`config.mk`:
```
export PLATFORM = sky130hd
export DESIGN_NAME = dh_shared_key_engine_flat
export DESIGN_NICKNAME = d
export VERILOG_FILES = /design/src/rtl/dh_shared_key_engine_if.sv /design/src/rtl/dh_shared_key_engine.sv /design/src/flat_wrapper.sv
export SDC_FILE = /design/constraint.sdc
export NUM_CORES = 1
export LEC_CHECK = 0
export BUFFER_PORTS_ARGS = -buffer_cell sky130_fd_sc_hd__buf_2
export CAP_MARGIN = 25
export CORE_MARGIN = 1
export CORE_UTILIZATION = 60
export CTS_BUF_LIST = sky130_fd_sc_hd__clkbuf_4
export DETAILED_ROUTE_END_ITERATION = 6
export PLACE_DENSITY_LB_ADDON = 0.2
export SLEW_MARGIN = 20
export SYNTH_ARGS = -nofsm -noshare
export SYNTH_HDL_FRONTEND = slang
export SYNTH_SLANG_ARGS = --single-unit
```
`constraint.sdc`:
```
create_clock -name CLK -period 11.9 [get_ports CLK]
set_input_delay 0.595 -clock CLK [delete_from_list [all_inputs] [get_ports CLK]]
set_output_delay 0.595 -clock CLK [all_outputs]
set_load 0.03 [all_outputs]
```
`src/rtl/dh_shared_key_engine_if.sv`:
```
// Request/result bundle for the DH shared-key engine. The requester drives the
// operands, ST and KEY_ACK. The engine returns BUSY, KEY, KEY_VLD and ERR.
interface dh_shared_key_engine_if #(
    parameter int W = 32
);
    logic         ST;
    logic [W-1:0] PEER;
    logic [W-1:0] X;
    logic [W-1:0] P;
    logic         BUSY;
    logic [W-1:0] KEY;
    logic         KEY_VLD;
    logic         ERR;
    logic         KEY_ACK;

    modport master (
        output ST, PEER, X, P, KEY_ACK,
        input  BUSY, KEY, KEY_VLD, ERR
    );

    modport slave (
        input  ST, PEER, X, P, KEY_ACK,
        output BUSY, KEY, KEY_VLD, ERR
    );
endinterface

```
`src/rtl/dh_shared_key_engine.sv`:
```
// Computes KEY = PEER^X mod P in constant time. It uses a square-and-always-multiply
// ladder over a bit-serial interleaved modular multiplier.
module dh_shared_key_engine #(
    parameter int W = 32
) (
    input  logic                  CLK,
    input  logic                  RST,
    dh_shared_key_engine_if.slave bus
);
    localparam int CW = $clog2(W);

    typedef enum logic [2:0] {
        S_IDLE, S_CHECK, S_REDUCE, S_SQUARE, S_MULT, S_DONE
    } state_e;

    state_e        state_q, state_d;
    logic [W-1:0]  peer_q, peer_d, x_q, x_d, p_q, p_d;
    logic [W-1:0]  base_q, base_d, res_q, res_d, key_q, key_d;
    logic [W+1:0]  acc_q, acc_d;
    logic [CW-1:0] cyc_q, cyc_d, exp_q, exp_d;
    logic          busy_q, busy_d, key_vld_q, key_vld_d, err_q, err_d;

    logic [CW-1:0] bidx, eidx;
    logic          last_cyc;
    logic [W+1:0]  add_v, p_ext, t0, t1, t2;

    assign bidx     = CW'(W - 1) - cyc_q;
    assign eidx     = CW'(W - 1) - exp_q;
    assign last_cyc = (cyc_q == CW'(W - 1));

    // REDUCE feeds one PEER bit per cycle into the same double-and-subtract step.
    // That reduces PEER mod P without needing PEER < P.
    always_comb begin
        add_v = '0;
        case (state_q)
            S_REDUCE: add_v = {{(W+1){1'b0}}, peer_q[bidx]};
            S_SQUARE: add_v = res_q[bidx] ? {2'b00, res_q}  : '0;
            S_MULT:   add_v = res_q[bidx] ? {2'b00, base_q} : '0;
            default:  add_v = '0;
        endcase
    end

    // Since acc < P, 2*acc + a < 3P, so two conditional subtracts restore acc < P.
    assign p_ext = {2'b00, p_q};
    assign t0    = (acc_q << 1) + add_v;
    assign t1    = (t0 >= p_ext) ? t0 - p_ext : t0;
    assign t2    = (t1 >= p_ext) ? t1 - p_ext : t1;

    always_comb begin
        state_d   = state_q;
        peer_d    = peer_q;
        x_d       = x_q;
        p_d       = p_q;
        base_d    = base_q;
        res_d     = res_q;
        key_d     = key_q;
        acc_d     = acc_q;
        cyc_d     = cyc_q;
        exp_d     = exp_q;
        busy_d    = busy_q;
        key_vld_d = key_vld_q;
        err_d     = err_q;
        case (state_q)
            S_IDLE: begin
                if (bus.ST) begin
                    peer_d  = bus.PEER;
                    x_d     = bus.X;
                    p_d     = bus.P;
                    busy_d  = 1'b1;
                    state_d = S_CHECK;
                end
            end
            S_CHECK: begin
                acc_d = '0;
                cyc_d = '0;
                exp_d = '0;
                if (p_q < W'(2)) begin
                    key_d     = '0;
                    err_d     = 1'b1;
                    key_vld_d = 1'b1;
                    state_d   = S_DONE;
                end else begin
                    err_d   = 1'b0;
                    res_d   = W'(1);
                    state_d = S_REDUCE;
                end
            end
            S_REDUCE, S_SQUARE, S_MULT: begin
                acc_d = t2;
                cyc_d = cyc_q + CW'(1);
                if (last_cyc) begin
                    acc_d = '0;
                    cyc_d = '0;
                    if (state_q == S_REDUCE) begin
                        base_d  = t2[W-1:0];
                        state_d = S_SQUARE;
                    end else if (state_q == S_SQUARE) begin
                        res_d   = t2[W-1:0];
                        state_d = S_MULT;
                    end else begin
                        if (x_q[eidx]) res_d = t2[W-1:0];
                        if (exp_q == CW'(W - 1)) begin
                            key_d     = x_q[eidx] ? t2[W-1:0] : res_q;
                            key_vld_d = 1'b1;
                            state_d   = S_DONE;
                        end else begin
                            exp_d   = exp_q + CW'(1);
                            state_d = S_SQUARE;
                        end
                    end
                end
            end
            S_DONE: begin
                if (bus.KEY_ACK) begin
                    key_vld_d = 1'b0;
                    busy_d    = 1'b0;
                    state_d   = S_IDLE;
                end
            end
            default: state_d = S_IDLE;
        endcase
    end

    always_ff @(posedge CLK or negedge RST) begin
        if (!RST) begin
            state_q   <= S_IDLE;
            peer_q    <= '0;
            x_q       <= '0;
            p_q       <= '0;
            base_q    <= '0;
            res_q     <= '0;
            key_q     <= '0;
            acc_q     <= '0;
            cyc_q     <= '0;
            exp_q     <= '0;
            busy_q    <= 1'b0;
            key_vld_q <= 1'b0;
            err_q     <= 1'b0;
        end else begin
            state_q   <= state_d;
            peer_q    <= peer_d;
            x_q       <= x_d;
            p_q       <= p_d;
            base_q    <= base_d;
            res_q     <= res_d;
            key_q     <= key_d;
            acc_q     <= acc_d;
            cyc_q     <= cyc_d;
            exp_q     <= exp_d;
            busy_q    <= busy_d;
            key_vld_q <= key_vld_d;
            err_q     <= err_d;
        end
    end

    assign bus.BUSY    = busy_q;
    assign bus.KEY     = key_q;
    assign bus.KEY_VLD = key_vld_q;
    assign bus.ERR     = err_q;
endmodule

```
`src/flat_wrapper.sv`:
```
// flat-port wrapper written by rule: the top's interface ports become plain ports
module dh_shared_key_engine_flat 
#(
    parameter int W = 32
)
  (CLK, RST, bus_ST, bus_PEER, bus_X, bus_P, bus_KEY_ACK, bus_BUSY, bus_KEY, bus_KEY_VLD, bus_ERR);
  dh_shared_key_engine_if #(.W(W)) bus_i ();
  input  logic CLK;
  input  logic RST;
  input wire logic [$bits(bus_i.ST)-1:0] bus_ST;
  input wire logic [$bits(bus_i.PEER)-1:0] bus_PEER;
  input wire logic [$bits(bus_i.X)-1:0] bus_X;
  input wire logic [$bits(bus_i.P)-1:0] bus_P;
  input wire logic [$bits(bus_i.KEY_ACK)-1:0] bus_KEY_ACK;
  output wire logic [$bits(bus_i.BUSY)-1:0] bus_BUSY;
  output wire logic [$bits(bus_i.KEY)-1:0] bus_KEY;
  output wire logic [$bits(bus_i.KEY_VLD)-1:0] bus_KEY_VLD;
  output wire logic [$bits(bus_i.ERR)-1:0] bus_ERR;
  assign bus_i.ST = bus_ST;
  assign bus_i.PEER = bus_PEER;
  assign bus_i.X = bus_X;
  assign bus_i.P = bus_P;
  assign bus_i.KEY_ACK = bus_KEY_ACK;
  assign bus_BUSY = bus_i.BUSY;
  assign bus_KEY = bus_i.KEY;
  assign bus_KEY_VLD = bus_i.KEY_VLD;
  assign bus_ERR = bus_i.ERR;
  dh_shared_key_engine #(.W(W)) u_core (.CLK(CLK), .RST(RST), .bus(bus_i));
endmodule
```
==> reports/metrics.yaml, run 1 <==
post-route-period-util: 0.947
maxSlewHeadroom: 0.337
cts_root_buf: "clkbuf_4"
hold_viol: 0
core-area_sq_um: 26100
cts_buffers: 67
synthTopCellsByArea: "dfrtp_1 (38%), ha_1 (7.7%), mux2_2 (7.7%), nand2_1 (4.8%), mux4_2 (4.2%)"
ys_seq_area_frac: 0.375
io_pins: 135
overflow: 0
path_max_fanout: 32
grt_max_degree: 97
synth_top_area_share: 0.375
gp_congestion: 0.976
chipHeight_microns: 166
die-width_microns: 166
status: "finished with violations"
clkSlewWorstSetupHoldPaths_ns: 0.07
avgSynthCellArea_sq_um: 9.57
drv_cap: 0
ys_types: 75
totalWireLength_microns: 46100
die-area_sq_um: 27400
synthCells: 1679
areaGrowthSynthToFinish_pct: 11.6
first_global_vias: 14000
slew_viol_final: 0
cp_common_cell: "a21o_1"
hold_class: "primary input to flop"
endpoint_kind: "flop"
period_needed_ns: 11.28
rsz0062_at_grt: "true"
clk_latency_ns: 0.70
cpLargestDelayFamily: "compound AO/OA/AOI/OAI gates"
netlist_area_sq_um: 16100
cp.arrival_ns: 11.90
dr_total_vias: 14000
std_cell_rows: 59
worstMarginPinSlew_ns: 0.992
postRouteAntennaNets: 0
grt_pass1_wl_microns: 74600
worstSetupPathType: "flop to flop"
synth-edff-count: 0
fmax_mhz: 88.7
drt_iter0_markers: 1451
startpoint_type: "flop"
cts_tree: "built"
yosysMostFrequentCell: "dfrtp_1"
dp_hpwl_microns: 34200
cpPeakStageDelay_ns: 0.65
synth_common_cells: "dfrtp_1 (241), nand2_1 (205), mux2_2 (110)"
skew_ns: 0.0506
antenna_found_initial: 1
syn_nets: 1881
yosysWarnings: 0
ys.flop_type: "dfrtp_1"
cp_data_required_time_ns: 12.53
critPathBufInv: 2
violations: "DRC"
synthArstFlopShare: 1.00
grt_usage: 0.343
final_nets: 2025
post-route-util: 0.686
cp_slowest_cell: "dfrtp_1"
cts_max_level: 3
initial_core_util: 0.615
drive_gt1_frac: 0.232
synth_top_cell_by_area: "dfrtp_1"
clockBufferDepth: 3
portBuffers: 134
ys_ff_latch: 241
wl_per_cell_microns: 20.9
finalSetupViolations: 0
dr.pass1.iters: 7
cts_sinks: 241
avgViaCountPerCell: 6.38
drcViolationCount: 22
==> worst reg2reg max path, delay by kind of cell, from the launching register on <==
kind | cells | cell delay, ns
adders and majority gates | 3 | 1.12
xor gates and xnor gates | 1 | 0.30
and+or+nand+nor | 11 | 2.27
AOI/OAI and AO/OA | 15 | 3.53
buffers and inverters | 2 | 0.71
muxes | 6 | 2.61
DFF | 1 | 0.65
==> final cells by class <==
cell class | instances | area, sq um
clock buffer | 97 | 728
fill | 2097 | 8200
timing repair buffer | 160 | 911
clock inverter | 13 | 103
inverter | 65 | 244
tap | 335 | 419
multi-input combinational | 1288 | 9500
sequential | 241 | 6030
antenna | 1 | 2.50
==> cell families after synthesis <==
logic type | share of synthesized area
buffers and inverters | 0.0374
AO/OA/AOI/OAI | 0.194
flip-flops | 0.375
AND/OR/NAND/NOR | 0.127
adder cells (fa/ha/maj) | 0.0808
XOR/XNOR | 0.0458
multiplexers | 0.140
==> per-layer routing <==
| metal | routed length [microns] | part of all wire | GRT usage |
|---|---|---|---|
| met5 | 0 | 0 | 0 |
| met2 | 21200 | 0.46 | 0.543 |
| met4 | 1560 | 0.034 | 0.127 |
| met1 | 20000 | 0.43 | 0.477 |
| met3 | 3360 | 0.073 | 0.0554 |
==> what timing repair did <==
action	in CTS	in global routing
endpoints found under the setup margin	0	125
hold endpoints to repair	84	0
resized for setup	0	3
hold buffers	1	0
setup buffers	0	3
==> flip-flops by register name (all words and copies together) (netlist names) <==
signal and cells:
u_core.bus.BUSY 1, u_core.cyc_q 5, u_core.x_q 32, u_core.res_q 32
u_core.bus.KEY 32, u_core.peer_q 32, u_core.state_q 3, u_core.acc_q 33
u_core.bus.ERR 1, u_core.bus.KEY_VLD 1, u_core.p_q 32, u_core.exp_q 5
u_core.base_q 32
==> placed cells by master (no fill, tap or decap), drive strengths merged, types with 57 or more instances in the layout <==
cell / instances
a21oi: 94
buf: 159
o21ai: 160
xnor2: 57
clkbuf: 97
nand2: 205
dfrtp: 241
ha: 99
inv: 67
mux2: 110
nor2: 85
==> final timing paths <==
check / from / cells after the start / to / slack [ns]
max: u_core.cyc_q[0]$_DFFE_PN0N_ / 38 / u_core.base_q[1]$_DFFE_PN0P_ / 0.62
max reg2reg: u_core.cyc_q[0]$_DFFE_PN0N_ / 38 / u_core.base_q[1]$_DFFE_PN0P_ / 0.62
min in group asynchronous: RST / 2 / u_core.p_q[30]$_DFFE_PN0P_ / 0.55
min reg2reg: u_core.bus.KEY_VLD$_DFFE_PN0P_ / 2 / u_core.bus.KEY_VLD$_DFFE_PN0P_ / 0.48
min: bus_PEER[16] / 2 / u_core.peer_q[16]$_DFFE_PN0P_ / 0.12
max in group asynchronous: RST / 3 / u_core.res_q[5]$_DFFE_PN0P_ / 10.10
==> per-stage QoR <==
step,std cells,setup slack [ns],setup TNS [ns],hold slack (ns),cell area (sq um)
after floorplan,1679,1.83,0,0.299,16100
after global placement,2084,1.09,0,0.462,17000
after detailed placement,2085,0.697,0,0.469,17000
after CTS,2196,0.619,0,0.0813,17900
after global routing,2200,-0.0276,-0.119,0.0824,17900
final,2200,0.625,0,0.118,17900
Power of run 1 is not shown: default switching activity piles up to over one toggle a cycle in this logic, so the estimate is an artifact.
==> run 2, diff against run 1 <==
--- a/config.mk
+++ b/config.mk
@@ -5,7 +5,7 @@
 export SDC_FILE = /design/constraint.sdc
 export NUM_CORES = 1
 export LEC_CHECK = 0
-export BUFFER_PORTS_ARGS = -buffer_cell sky130_fd_sc_hd__buf_2
+export BUFFER_PORTS_ARGS = -buffer_cell sky130_fd_sc_hd__buf_4
 export CAP_MARGIN = 25
 export CORE_MARGIN = 1
 export CORE_UTILIZATION = 60
==> run 2 against run 1 <==
The flow still finishes with violations (DRC); utilization rose by 1.1 points; non-clock buffer count fell by 4; flip-flop and latch count did not move; cell count fell by 0.23%; critical path type unchanged; sequential share of layout area fell by 0.52 points; clock skew fell by 0.013 ns; critical path depth rose by 4; highest routed layer unchanged; worst hold slack got worse by 0.022 ns.
==> reports/metrics.yaml, run 2 (same netlist as run 1, synthesis figures left out) <==
status: "finished with violations"
violations: "DRC"
rsz0062_at_grt: "false"
cp_data_required_time_ns: 12.45
clk_latency_ns: 0.71
grt_usage: 0.329
dp_hpwl_microns: 33000
totalWireLength_microns: 44900
maxSlewHeadroom: 0.327
slew_viol_final: 0
cts_tree: "built"
gp_congestion: 0.959
cts_max_level: 3
std_cell_rows: 59
antenna_found_initial: 1
first_global_vias: 13600
cts_sinks: 241
post-route-period-util: 0.927
mostFrequentLayoutCell: "dfrtp_1"
io_pins: 135
cpPeakStageDelay_ns: 0.56
dr_total_vias: 14100
wl_per_cell_microns: 20.5
endpoint_kind: "flop"
cp.arrival_ns: 11.59
initial_core_util: 0.615
nFillCells: 2043
areaGrowthSynthToFinish_pct: 13.4
cts_buffers: 66
cts_root_buf: "clkbuf_4"
finalSetupViolations: 0
avgViaCountPerCell: 6.40
worstMarginPinSlew_ns: 1.00
multi_input_area_sq_um: 9500
clkSlewWorstSetupHoldPaths_ns: 0.07
critPathBufInv: 4
skew_ns: 0.0380
path_max_fanout: 32
clockBufferDepth: 3
regMostFlops: "u_core.acc_q"
hold_class: "primary input to flop"
chipHeight_microns: 166
final_cell_mix: "dfrtp_1 (240), nand2_1 (205), buf_4 (152)"
overflow: 0
die-width_microns: 166
core-area_sq_um: 26100
grt_pass1_wl_microns: 71800
cpLargestDelayFamily: "compound AO/OA/AOI/OAI gates"
cp_slowest_cell: "mux2i_1"
portBuffers: 134
seq_area_sq_um: 6030
final_nets: 2020
drv_cap: 0
grt_max_degree: 134
drive_gt1_frac: 0.231
drt_iter0_markers: 1340
fin_tns_setup_ns: 0
hold_viol: 0
die-area_sq_um: 27400
drcViolationCount: 22
post-cts-setup-buffers: 0
fmax_mhz: 90.6
startpoint_type: "flop"
worstSetupPathType: "flop to flop"
period_needed_ns: 11.03
dr.pass1.iters: 7
postRouteAntennaNets: 0
largest_reg_flops: 33
[run 2: cell types whose count changed in the layout (fill, tap and decap cells not counted), moves of 2 or more]
cell and delta:
clkinv_4 +2, buf_4 +129, clkinv_1 +2, clkinv_2 +3, buf_2 -133, mux2i_2 +3, mux2i_1 -3, clkinvlp_4 -3
clkbuf_4 -6
[run 2: tightest hold or removal path, stage by stage]
cell,delay [ns]
buf_4,0.07
nand2_1,0.03
o21ai_0,0.06
[run 2: final cells by class]
type	instances	area share
clock inverters	18	0.00721
diodes	1	0.000137
well taps	335	0.0230
inverters	65	0.0134
flip-flops and latches	241	0.331
multi-input cells	1288	0.522
repair buffers	156	0.0661
clock buffers	91	0.0375
[run 2: metrics by stage]
step           setup WS [ns]  std cells  hold slack (ns)   util  instance area (sq um)
2_1_floorplan           1.83       1679            0.299      -                  16100
3_3_place_gp            1.15       2083            0.463  0.664                  17300
3_5_place_dp           0.806       2083            0.467  0.664                  17300
4_1_cts                0.744       2192           0.0209  0.695                  18200
5_1_grt                0.154       2195           0.0727  0.697                  18200
6_report               0.867       2195           0.0967  0.697                  18200
[run 2: worst paths after layout]
check / from / to / slack, ns / cells after the start
worst min register to register: u_core.base_q[2]$_DFFE_PN0P_ / u_core.base_q[2]$_DFFE_PN0P_ / 0.49 / 2
min in group asynchronous: RST / u_core.p_q[29]$_DFFE_PN0P_ / 0.35 / 2
worst max-delay path: u_core.cyc_q[0]$_DFFE_PN0N_ / u_core.base_q[6]$_DFFE_PN0P_ / 0.87 / 42
worst max register to register: u_core.cyc_q[0]$_DFFE_PN0N_ / u_core.base_q[6]$_DFFE_PN0P_ / 0.87 / 42
worst min-delay path: bus_P[29] / u_core.p_q[29]$_DFFE_PN0P_ / 0.1 / 3
max in group asynchronous: RST / u_core.bus.KEY[14]$_DFFE_PN0P_ / 9.91 / 4
[run 2: routing by layer]
metal | global-route usage | vias to the layer above | part of all wire
met1 | 0.449 | 6749 | 0.43
met3 | 0.0767 | 121 | 0.086
met4 | 0.124 | 0 | 0.034
met5 | 0 | - | 0
li1 | - | 6510 | -
met2 | 0.512 | 675 | 0.45
[run 2: timing repair]
item                                   in CTS  in global routing
endpoints found under the hold margin       0                 35
setup endpoints to repair                   0                 32
hold buffers                                0                  1
gates resized for setup                     0                  8
Power of run 2 is left out for the same reason.
==> run 3, diff against run 2 <==
--- a/config.mk
+++ b/config.mk
@@ -9,9 +9,10 @@
 export CAP_MARGIN = 25
 export CORE_MARGIN = 1
 export CORE_UTILIZATION = 60
-export CTS_BUF_LIST = sky130_fd_sc_hd__clkbuf_4
+export CTS_BUF_LIST = sky130_fd_sc_hd__clkbuf_8
 export DETAILED_ROUTE_END_ITERATION = 6
 export PLACE_DENSITY_LB_ADDON = 0.2
+export SKIP_CTS_REPAIR_TIMING = 1
 export SLEW_MARGIN = 20
 export SYNTH_ARGS = -nofsm -noshare
 export SYNTH_HDL_FRONTEND = slang
==> run 3 against run 2 <==
The flow still finishes with violations (DRC); flip-flop and latch count is the same; routed wire length grew 1.0%; via count shrank 0.68%; first-iteration DRC count grew 1.7%; critical path type unchanged.
==> reports/metrics.yaml, run 3 (same netlist as run 1, synthesis figures left out) <==
die-width_microns: 166
gp_congestion: 0.959
skew_ns: 0.0250
cp.arrival_ns: 11.65
r2r-start: "u_core.cyc_q[0]$_DFFE_PN0N_"
cp_slowest_cell: "dfrtp_1"
rsz0062_at_grt: "false"
critPathLaunch: "u_core.cyc_q[0]$_DFFE_PN0N_"
antenna_found_initial: 0
wl_per_cell_microns: 21.0
dr.pass1.iters: 7
postRouteAntennaNets: 0
std_cell_rows: 59
clk_latency_ns: 0.58
hold_slack_ns: 0.219
grt_pass1_wl_microns: 72500
fmax_mhz: 89.8
slew_viol_final: 0
largest_reg_flops: 33
path_max_fanout: 32
mostFrequentLayoutCell: "dfrtp_1"
drt_iter0_markers: 1363
cts_root_buf: "clkbuf_8"
hp-start: "bus_P[11]"
hold_class: "primary input to flop"
clkSlewWorstSetupHoldPaths_ns: 0.05
violations: "DRC"
die-area_sq_um: 27400
first_global_vias: 13600
dr_total_vias: 14000
io_pins: 135
grt_max_degree: 134
startpoint_type: "flop"
status: "finished with violations"
avgViaCountPerCell: 6.45
overflow: 0
dp_hpwl_microns: 33000
endpoint: "u_core.base_q[1]$_DFFE_PN0P_"
r2r_cells: 41
finalSetupViolations: 0
ff2ff_setup_slack_ns: 0.76
post-route-period-util: 0.936
final_cell_mix: "dfrtp_1 (241), nand2_1 (205), buf_4 (152)"
clockBufferDepth: 3
chipHeight_microns: 166
initial_core_util: 0.615
worstMarginPinSlew_ns: 1.04
hold_viol: 0
drcViolationCount: 22
drive_gt1_frac: 0.214
final_nets: 1997
areaGrowthSynthToFinish_pct: 14.3
nFillCells: 2005
endpoint_kind: "flop"
period_needed_ns: 11.14
cp_data_required_time_ns: 12.41
cts_tree: "built"
cts_sinks: 241
fin_tns_setup_ns: 0
reg2reg_to: "u_core.base_q[1]$_DFFE_PN0P_"
core-area_sq_um: 26100
drv_cap: 0
maxSlewHeadroom: 0.301
cts_max_level: 2
portBuffers: 134
worstSetupPathType: "flop to flop"
min_path_cells: 3
n_antenna_cell: 0
regMostFlops: "u_core.acc_q"
cts_buffers: 43
grt_usage: 0.331
cp_common_cell: "a21o_1"
cpPeakStageDelay_ns: 0.66
totalWireLength_microns: 45400
==> run 3: changes by cell type in the layout (fill, tap and decap cells not counted), sizes merged <==
cell	delta
inv	+8
diode	-1
clkbuf	-36
clkinvlp	+1
bufinv	+3
clkinv	-6
==> run 3: per-layer routing <==
layer	global-route usage	wire [microns]	up-vias
li1	-	-	6441
met1	0.456	19400	6757
met2	0.520	20500	650
met3	0.0688	3940	112
met4	0.121	1560	0
met5	0	0	-
==> run 3: final cells by class <==
cell class,instances,area (sq um),share of cell area
clock buffer,55,757,0.0412
multi-input combinational,1288,9490,0.517
timing repair buffer,156,1200,0.0656
inverter,65,244,0.0133
tap,335,419,0.0228
sequential,241,6030,0.328
clock inverter,24,224,0.0122
==> run 3: per-stage QoR <==
step / std cells / setup slack [ns] / utilization / cell area [sq um]
after floorplan: 1679 / 1.83 / - / 16100
after global placement: 2083 / 1.15 / 0.664 / 17300
after detailed placement: 2083 / 0.806 / 0.664 / 17300
after CTS: 2162 / 0.749 / 0.701 / 18300
after global routing: 2164 / 0.0319 / 0.703 / 18400
final: 2164 / 0.758 / 0.703 / 18400
==> run 3: worst max-delay path, delay by kind of cell (launching register included) <==
family,cells,cell delay [ns]
buffers and inverters,4,1.03
flip-flops,1,0.66
multiplexers,6,2.57
AND/OR/NAND/NOR,12,2.16
adder cells (fa/ha/maj),4,1.10
XOR/XNOR,1,0.29
AO/OA/AOI/OAI,14,3.20
==> run 3: how the worst min path moves through the flow <==
stage	endpoint
3_5_place_dp	u_core.bus.KEY_VLD$_DFFE_PN0P_
2_1_floorplan	u_core.acc_q[0]$_DFFE_PN0N_
5_1_grt	u_core.p_q[7]$_DFFE_PN0P_
4_1_cts	u_core.p_q[29]$_DFFE_PN0P_
3_3_place_gp	u_core.base_q[2]$_DFFE_PN0P_
6_report	u_core.p_q[11]$_DFFE_PN0P_
Power of run 3 is left out for the same reason.
